$ cat src/rtl/booth_pkg.sv
// Shared types for the sequential radix-2 Booth multiplier: FSM states,
// Booth step opcodes and the decode helper used by the step unit.
// Optional build macro: BOOTH_EARLY_TERM_EN (see booth_seq_ctrl).
package booth_pkg;

    // Controller states.
    typedef enum logic [1:0] {
        IDLE = 2'd0,
        RUN  = 2'd1,
        DONE = 2'd2
    } state_e;

    // Booth step operation selected by {Q[0], q_1}.
    typedef enum logic [1:0] {
        NOP = 2'd0,
        ADD = 2'd1,
        SUB = 2'd2
    } booth_op_e;

    // Default operand width and the step counter width that goes with it.
    // Modules with a different WIDTH derive their own counter width.
    localparam int DEF_WIDTH = 8;
    localparam int CNT_W     = $clog2(DEF_WIDTH);

    // 10 -> subtract M, 01 -> add M, 00/11 -> no arithmetic.
    function automatic booth_op_e booth_decode(input logic q0, input logic q_1);
        booth_op_e op;
        case ({q0, q_1})
            2'b10:   op = SUB;
            2'b01:   op = ADD;
            default: op = NOP;
        endcase
        return op;
    endfunction

endpackage

$ cat src/rtl/booth_step_unit.sv
// One radix-2 Booth step: optional add/sub of M into A, then an arithmetic
// right shift of {A, Q, q_1} by one. Purely combinational.
module booth_step_unit
    import booth_pkg::*;
#(
    parameter int WIDTH = 8
) (
    input  logic [WIDTH:0]   a_in,
    input  logic [WIDTH-1:0] q_in,
    input  logic             q1_in,
    input  logic [WIDTH:0]   m_in,
    output logic [WIDTH:0]   a_out,
    output logic [WIDTH-1:0] q_out,
    output logic             q1_out
);

    booth_op_e      op;
    logic [WIDTH:0] sum;

    // Select the Booth operation, apply it to A, then shift the triple right.
    always_comb begin
        op  = booth_decode(q_in[0], q1_in);
        sum = a_in;
        case (op)
            ADD:     sum = a_in + m_in;
            SUB:     sum = a_in - m_in;
            default: sum = a_in;
        endcase
        a_out  = {sum[WIDTH], sum[WIDTH:1]};
        q_out  = {sum[0], q_in[WIDTH-1:1]};
        q1_out = q_in[0];
    end

endmodule

$ cat src/rtl/booth_seq_ctrl.sv
// Iterative radix-2 Booth multiplier controller. Operands arrive on a
// valid/ready input, the recurrence runs one step per cycle in RUN, and the
// signed product is held on a valid/ready output in DONE.
//
// Handshake: a transfer happens on a rising edge where valid and ready are
// both high; a source holds valid and its data steady until that edge.
//
// Optional build macro: BOOTH_EARLY_TERM_EN. When defined, a RUN cycle whose
// remaining multiplier bits (the unconsumed part of Q plus q_1) are all equal
// finishes the remaining pure-shift steps at once and moves to DONE.
module booth_seq_ctrl
    import booth_pkg::*;
#(
    parameter int WIDTH = 8
) (
    input  logic                 clk,
    input  logic                 rst,
    input  logic                 in_valid,
    output logic                 in_ready,
    input  logic [WIDTH-1:0]     a,
    input  logic [WIDTH-1:0]     b,
    output logic                 out_valid,
    input  logic                 out_ready,
    output logic [2*WIDTH-1:0]   product,
    output logic                 busy
);

    localparam int              CW       = $clog2(WIDTH);
    localparam logic [CW-1:0]   LAST_CNT = CW'(WIDTH - 1);

    state_e               state_q, state_d;
    // A is one bit wider than the operands so that subtracting the most
    // negative multiplicand cannot overflow.
    logic [WIDTH:0]       a_q, a_d;
    logic [WIDTH-1:0]     q_q, q_d;
    logic                 q1_q, q1_d;
    logic [WIDTH:0]       m_q, m_d;
    logic [CW-1:0]        cnt_q, cnt_d;
    logic [2*WIDTH-1:0]   product_q, product_d;

    logic [WIDTH:0]       step_a;
    logic [WIDTH-1:0]     step_q;
    logic                 step_q1;

    booth_step_unit #(
        .WIDTH (WIDTH)
    ) u_step (
        .a_in   (a_q),
        .q_in   (q_q),
        .q1_in  (q1_q),
        .m_in   (m_q),
        .a_out  (step_a),
        .q_out  (step_q),
        .q1_out (step_q1)
    );

`ifdef BOOTH_EARLY_TERM_EN
    localparam logic [CW:0] W_CNT = (CW + 1)'(WIDTH);

    logic [WIDTH-1:0]           rem_mask;
    logic                       early_hit;
    logic [CW:0]                shamt;
    logic signed [2*WIDTH+1:0]  full_vec;
    logic signed [2*WIDTH+1:0]  sh_vec;

    // Detect an all-equal tail of unconsumed multiplier bits and form the
    // {A, Q, q_1} triple after all remaining shift-only steps.
    always_comb begin
        rem_mask  = {WIDTH{1'b1}} >> cnt_q;
        early_hit = q1_q ? ((q_q & rem_mask) == rem_mask)
                         : ((q_q & rem_mask) == '0);
        shamt     = W_CNT - {1'b0, cnt_q};
        full_vec  = {a_q, q_q, q1_q};
        sh_vec    = full_vec >>> shamt;
    end
`endif

    // Next-state, datapath loads and product capture.
    always_comb begin
        state_d   = state_q;
        a_d       = a_q;
        q_d       = q_q;
        q1_d      = q1_q;
        m_d       = m_q;
        cnt_d     = cnt_q;
        product_d = product_q;
        case (state_q)
            IDLE: begin
                if (in_valid) begin
                    a_d     = '0;
                    q_d     = a;
                    q1_d    = 1'b0;
                    m_d     = {b[WIDTH-1], b};
                    cnt_d   = '0;
                    state_d = RUN;
                end
            end
            RUN: begin
                a_d   = step_a;
                q_d   = step_q;
                q1_d  = step_q1;
                cnt_d = cnt_q + 1'b1;
                if (cnt_q == LAST_CNT) begin
                    product_d = {step_a[WIDTH-1:0], step_q};
                    state_d   = DONE;
                end
`ifdef BOOTH_EARLY_TERM_EN
                if (early_hit) begin
                    a_d       = sh_vec[2*WIDTH+1:WIDTH+1];
                    q_d       = sh_vec[WIDTH:1];
                    q1_d      = sh_vec[0];
                    product_d = sh_vec[2*WIDTH:1];
                    state_d   = DONE;
                end
`endif
            end
            DONE: begin
                if (out_ready) begin
                    state_d = IDLE;
                end
            end
            default: begin
                state_d = IDLE;
            end
        endcase
    end

    // State and datapath registers with synchronous reset.
    always_ff @(posedge clk) begin
        if (rst) begin
            state_q   <= IDLE;
            a_q       <= '0;
            q_q       <= '0;
            q1_q      <= 1'b0;
            m_q       <= '0;
            cnt_q     <= '0;
            product_q <= '0;
        end else begin
            state_q   <= state_d;
            a_q       <= a_d;
            q_q       <= q_d;
            q1_q      <= q1_d;
            m_q       <= m_d;
            cnt_q     <= cnt_d;
            product_q <= product_d;
        end
    end

    // Handshake and status outputs decode directly from the state register.
    always_comb begin
        in_ready  = (state_q == IDLE);
        out_valid = (state_q == DONE);
        busy      = (state_q == RUN) || (state_q == DONE);
        product   = product_q;
    end

endmodule

$ cat config.mk
export PLATFORM = sky130hd
export DESIGN_NAME = booth_seq_ctrl
export DESIGN_NICKNAME = d
export VERILOG_FILES = /design/src/rtl/booth_pkg.sv /design/src/rtl/booth_step_unit.sv /design/src/rtl/booth_seq_ctrl.sv
export SDC_FILE = /design/constraint.sdc
export NUM_CORES = 1
export LEC_CHECK = 0
export ABC_AREA = 1
export ABC_CLOCK_PERIOD_IN_PS = 5300
export CORE_MARGIN = 4
export CORE_UTILIZATION = 25
export DETAILED_ROUTE_END_ITERATION = 10
export PLACE_DENSITY = 0.47
export SYNTH_ARGS = -nofsm -noshare
export SYNTH_HDL_FRONTEND = slang
export SYNTH_SLANG_ARGS = --single-unit
$ cat constraint.sdc
create_clock -name clk -period 5.3 [get_ports clk]
set_input_delay 1.06 -clock clk [delete_from_list [all_inputs] [get_ports clk]]
set_output_delay 1.06 -clock clk [all_outputs]
set_load 0.02 [all_outputs]
==> qor.txt <==
worst-margin pin slew: 0.7460 ns
placed inst area: 2973 um^2
leakage power: 1.334 nW
DP Cell Count: 511
worst r2r src: m_q[0]
RR Endpoint: product[14]
pin count of the biggest net entering global routing: 31
Die Area: 11740 um^2
WS Path Type: reg -> out
clk_skew: 0.009127 ns
worst hold path depth: 2
Worst Hold Class: reg -> reg
Critical Path Sink Type: primary output
post-CTS resize count: 0
# nets final: 421
#FFs+latches synth: 46
Slew Limit Fails: 0
# hold bufs at CTS: 0
Hold Path Sink: q1_q
Tot Pwr: 0.001534 W
Slew headroom: 50.21%
commonest non-fill, non-tap cells in the layout: nand2_1 (76), inv_1 (46), dfxtp_1 (46), nor2_1 (40), clkdlybuf4s50_1 (38)
uppermost layer routed: met4
# Post-CTS Setup Buffers: 0
RD Place Congestion: 0.7928
Post-Syn Area: 2519 um^2
Seq/Total Area, Yosys: 36.56%
CP Max Fanout: 5
setup TNS: 0 ns
Mapped Nets: 393
Req. time, crit path: 4.24 ns
WL met3: 188 um
peak supply drop: 0.2488 mV
Setup crit start: state_q[0]
most common cell after layout, fill and taps aside: nand2_1
routed len/inst: 11.17 um
grt ovf: 0
via/cell ratio: 4.268
routed wl met2: 2707 um
Final Setup Violations: 0
# port buffers: 38
crit path DAT: 1.66 ns
TritonCTS Sinks: 46
Post-Syn Area per Cell: 7.055 um^2
area delta synth->final: 22.50%
H-tree depth: 2
All-Layer GR Usage: 10.58%
CTS root buffer: clkbuf_8
RSZ-0062 raised after global routing: false
DRT met1 WL: 2844 um
min-delay src: q1_q
synth warn: 0
Die H: 108.4 um
depth of the most critical reg-to-reg path: 17
Synth cell types: 35
vias in the first global route: 2166
drt drc: 0
Core Rows: 36
CP Launch Type: register
Initial DRC Count: 81
Max Clock Freq: 367.9 MHz
finished layout cell area: 3085 um^2
Starting Density: 25.77%
Tcrit/Tclk final: 51.29%
total core area: 9774 um^2
Final min period: 2.718 ns
Vias: 2215
Syn Inst Count: 357
die width: 108.4 um
Bufs on Longest Clock Path: 2
DRT Pass-1 Iters: 4
layout cells sized above 1: 6.995%
final hold violations: 0
TritonCTS Buffers: 5
status: completed
initial antenna violation count: 0
CTS tree: built
later-pin clock latency in the skew report: 0.30 ns
aggregate routed wire length: 5798 um
I/O pin count: 39
detailed placement HPWL: 4458 um
post-route insts no fill: 519
pwr/cell area: 497.3 nW/um^2
n_diodes: 0
Routed Antenna Nets: 0
worst hold slack: 0.4751 ns
Worst R2R Setup Slack: 2.83 ns
Clk pin slew, worst setup/hold paths: 0.10 ns
first-pass GRT wire length: 10010 um
Max Cap Viol: 0
[synthesized netlist by cell type (all sizes together)]
library cell,n,share of area [%]
nor2,42,6.5
o21ai,42,8.6
a21oi,28,6.0
inv,47,7.0
clkbuf,7,1.0
nand4,3,0.75
o211ai,1,0.30
nand3,13,3.4
or2,3,0.75
a31oi,8,2.0
buf,10,2.6
a22oi,1,0.30
xor2,3,1.0
o21a,1,0.30
a21o,1,0.30
o221ai,1,0.35
nor3,1,0.40
fa,1,0.79
ha,15,7.5
o31ai,2,0.79
xnor2,2,0.70
nand2,79,12
dfxtp,46,37
[sequential cells by signal (all words and copies together) (netlist names)]
| signal | flops |
|---|---|
| a_q | 8 |
| cnt_q | 3 |
| m_q | 8 |
| product | 16 |
| q1_q | 1 |
| q_q | 8 |
| state_q | 2 |
[per-layer routing]
metal / GRT usage [%] / vias to the layer above
met2: 17.72 / 26
met4: 2.976 / 0
met3: 1.910 / 4
li1: - / 1203
met1: 13.93 / 982
met5: 0 / -
[area by class of cell]
type / instances / area (um^2)
clock buffers: 5 / 68.82
clock inverters: 3 / 43.79
flip-flops and latches: 46 / 920.9
multi-input cells: 247 / 1329
well taps: 133 / 166.4
fillers: 1091 / 6689
inverters: 47 / 176.4
repair buffers: 38 / 380.4
[cell families after synthesis]
group	synth area share (%)
simple gates	23.80
compound gates	18.98
buf+inv	10.68
flops	36.56
fa+ha+maj	8.246
xor+xnor	1.739
[power breakdown]
part | switching (W) | internal (W)
clock | 0.000127 | 0.000142
sequential | 0.0000475 | 0.000407
combinational | 0.000520 | 0.000291
total | 0.000694 | 0.000840
[critical path: stages, from the launching register on]
cell and delay [ns]:
dfxtp_1 0.33, inv_1 0.10, ha_1 0.28, clkdlybuf4s50_1 0.64
[worst max-delay path by stage]
stage	end	slack, ns	cells after the start
3_3_place_gp	product[14]	2.27	5
4_1_cts	product[14]	2.54	5
6_report	in_ready	2.58	3
2_1_floorplan	product[15]	3.12	19
5_1_grt	product[14]	2.32	5
3_5_place_dp	product[14]	2.22	5
[stage by stage]
stage / setup WS, ns / util, %
after floorplan: 3.116 / -
after global placement: 2.266 / 30.41
after detailed placement: 2.222 / 30.41
after CTS: 2.542 / 31.57
after global routing: 2.317 / 31.57
final: 2.582 / 31.57
Power figures use the tool's default switching activity.
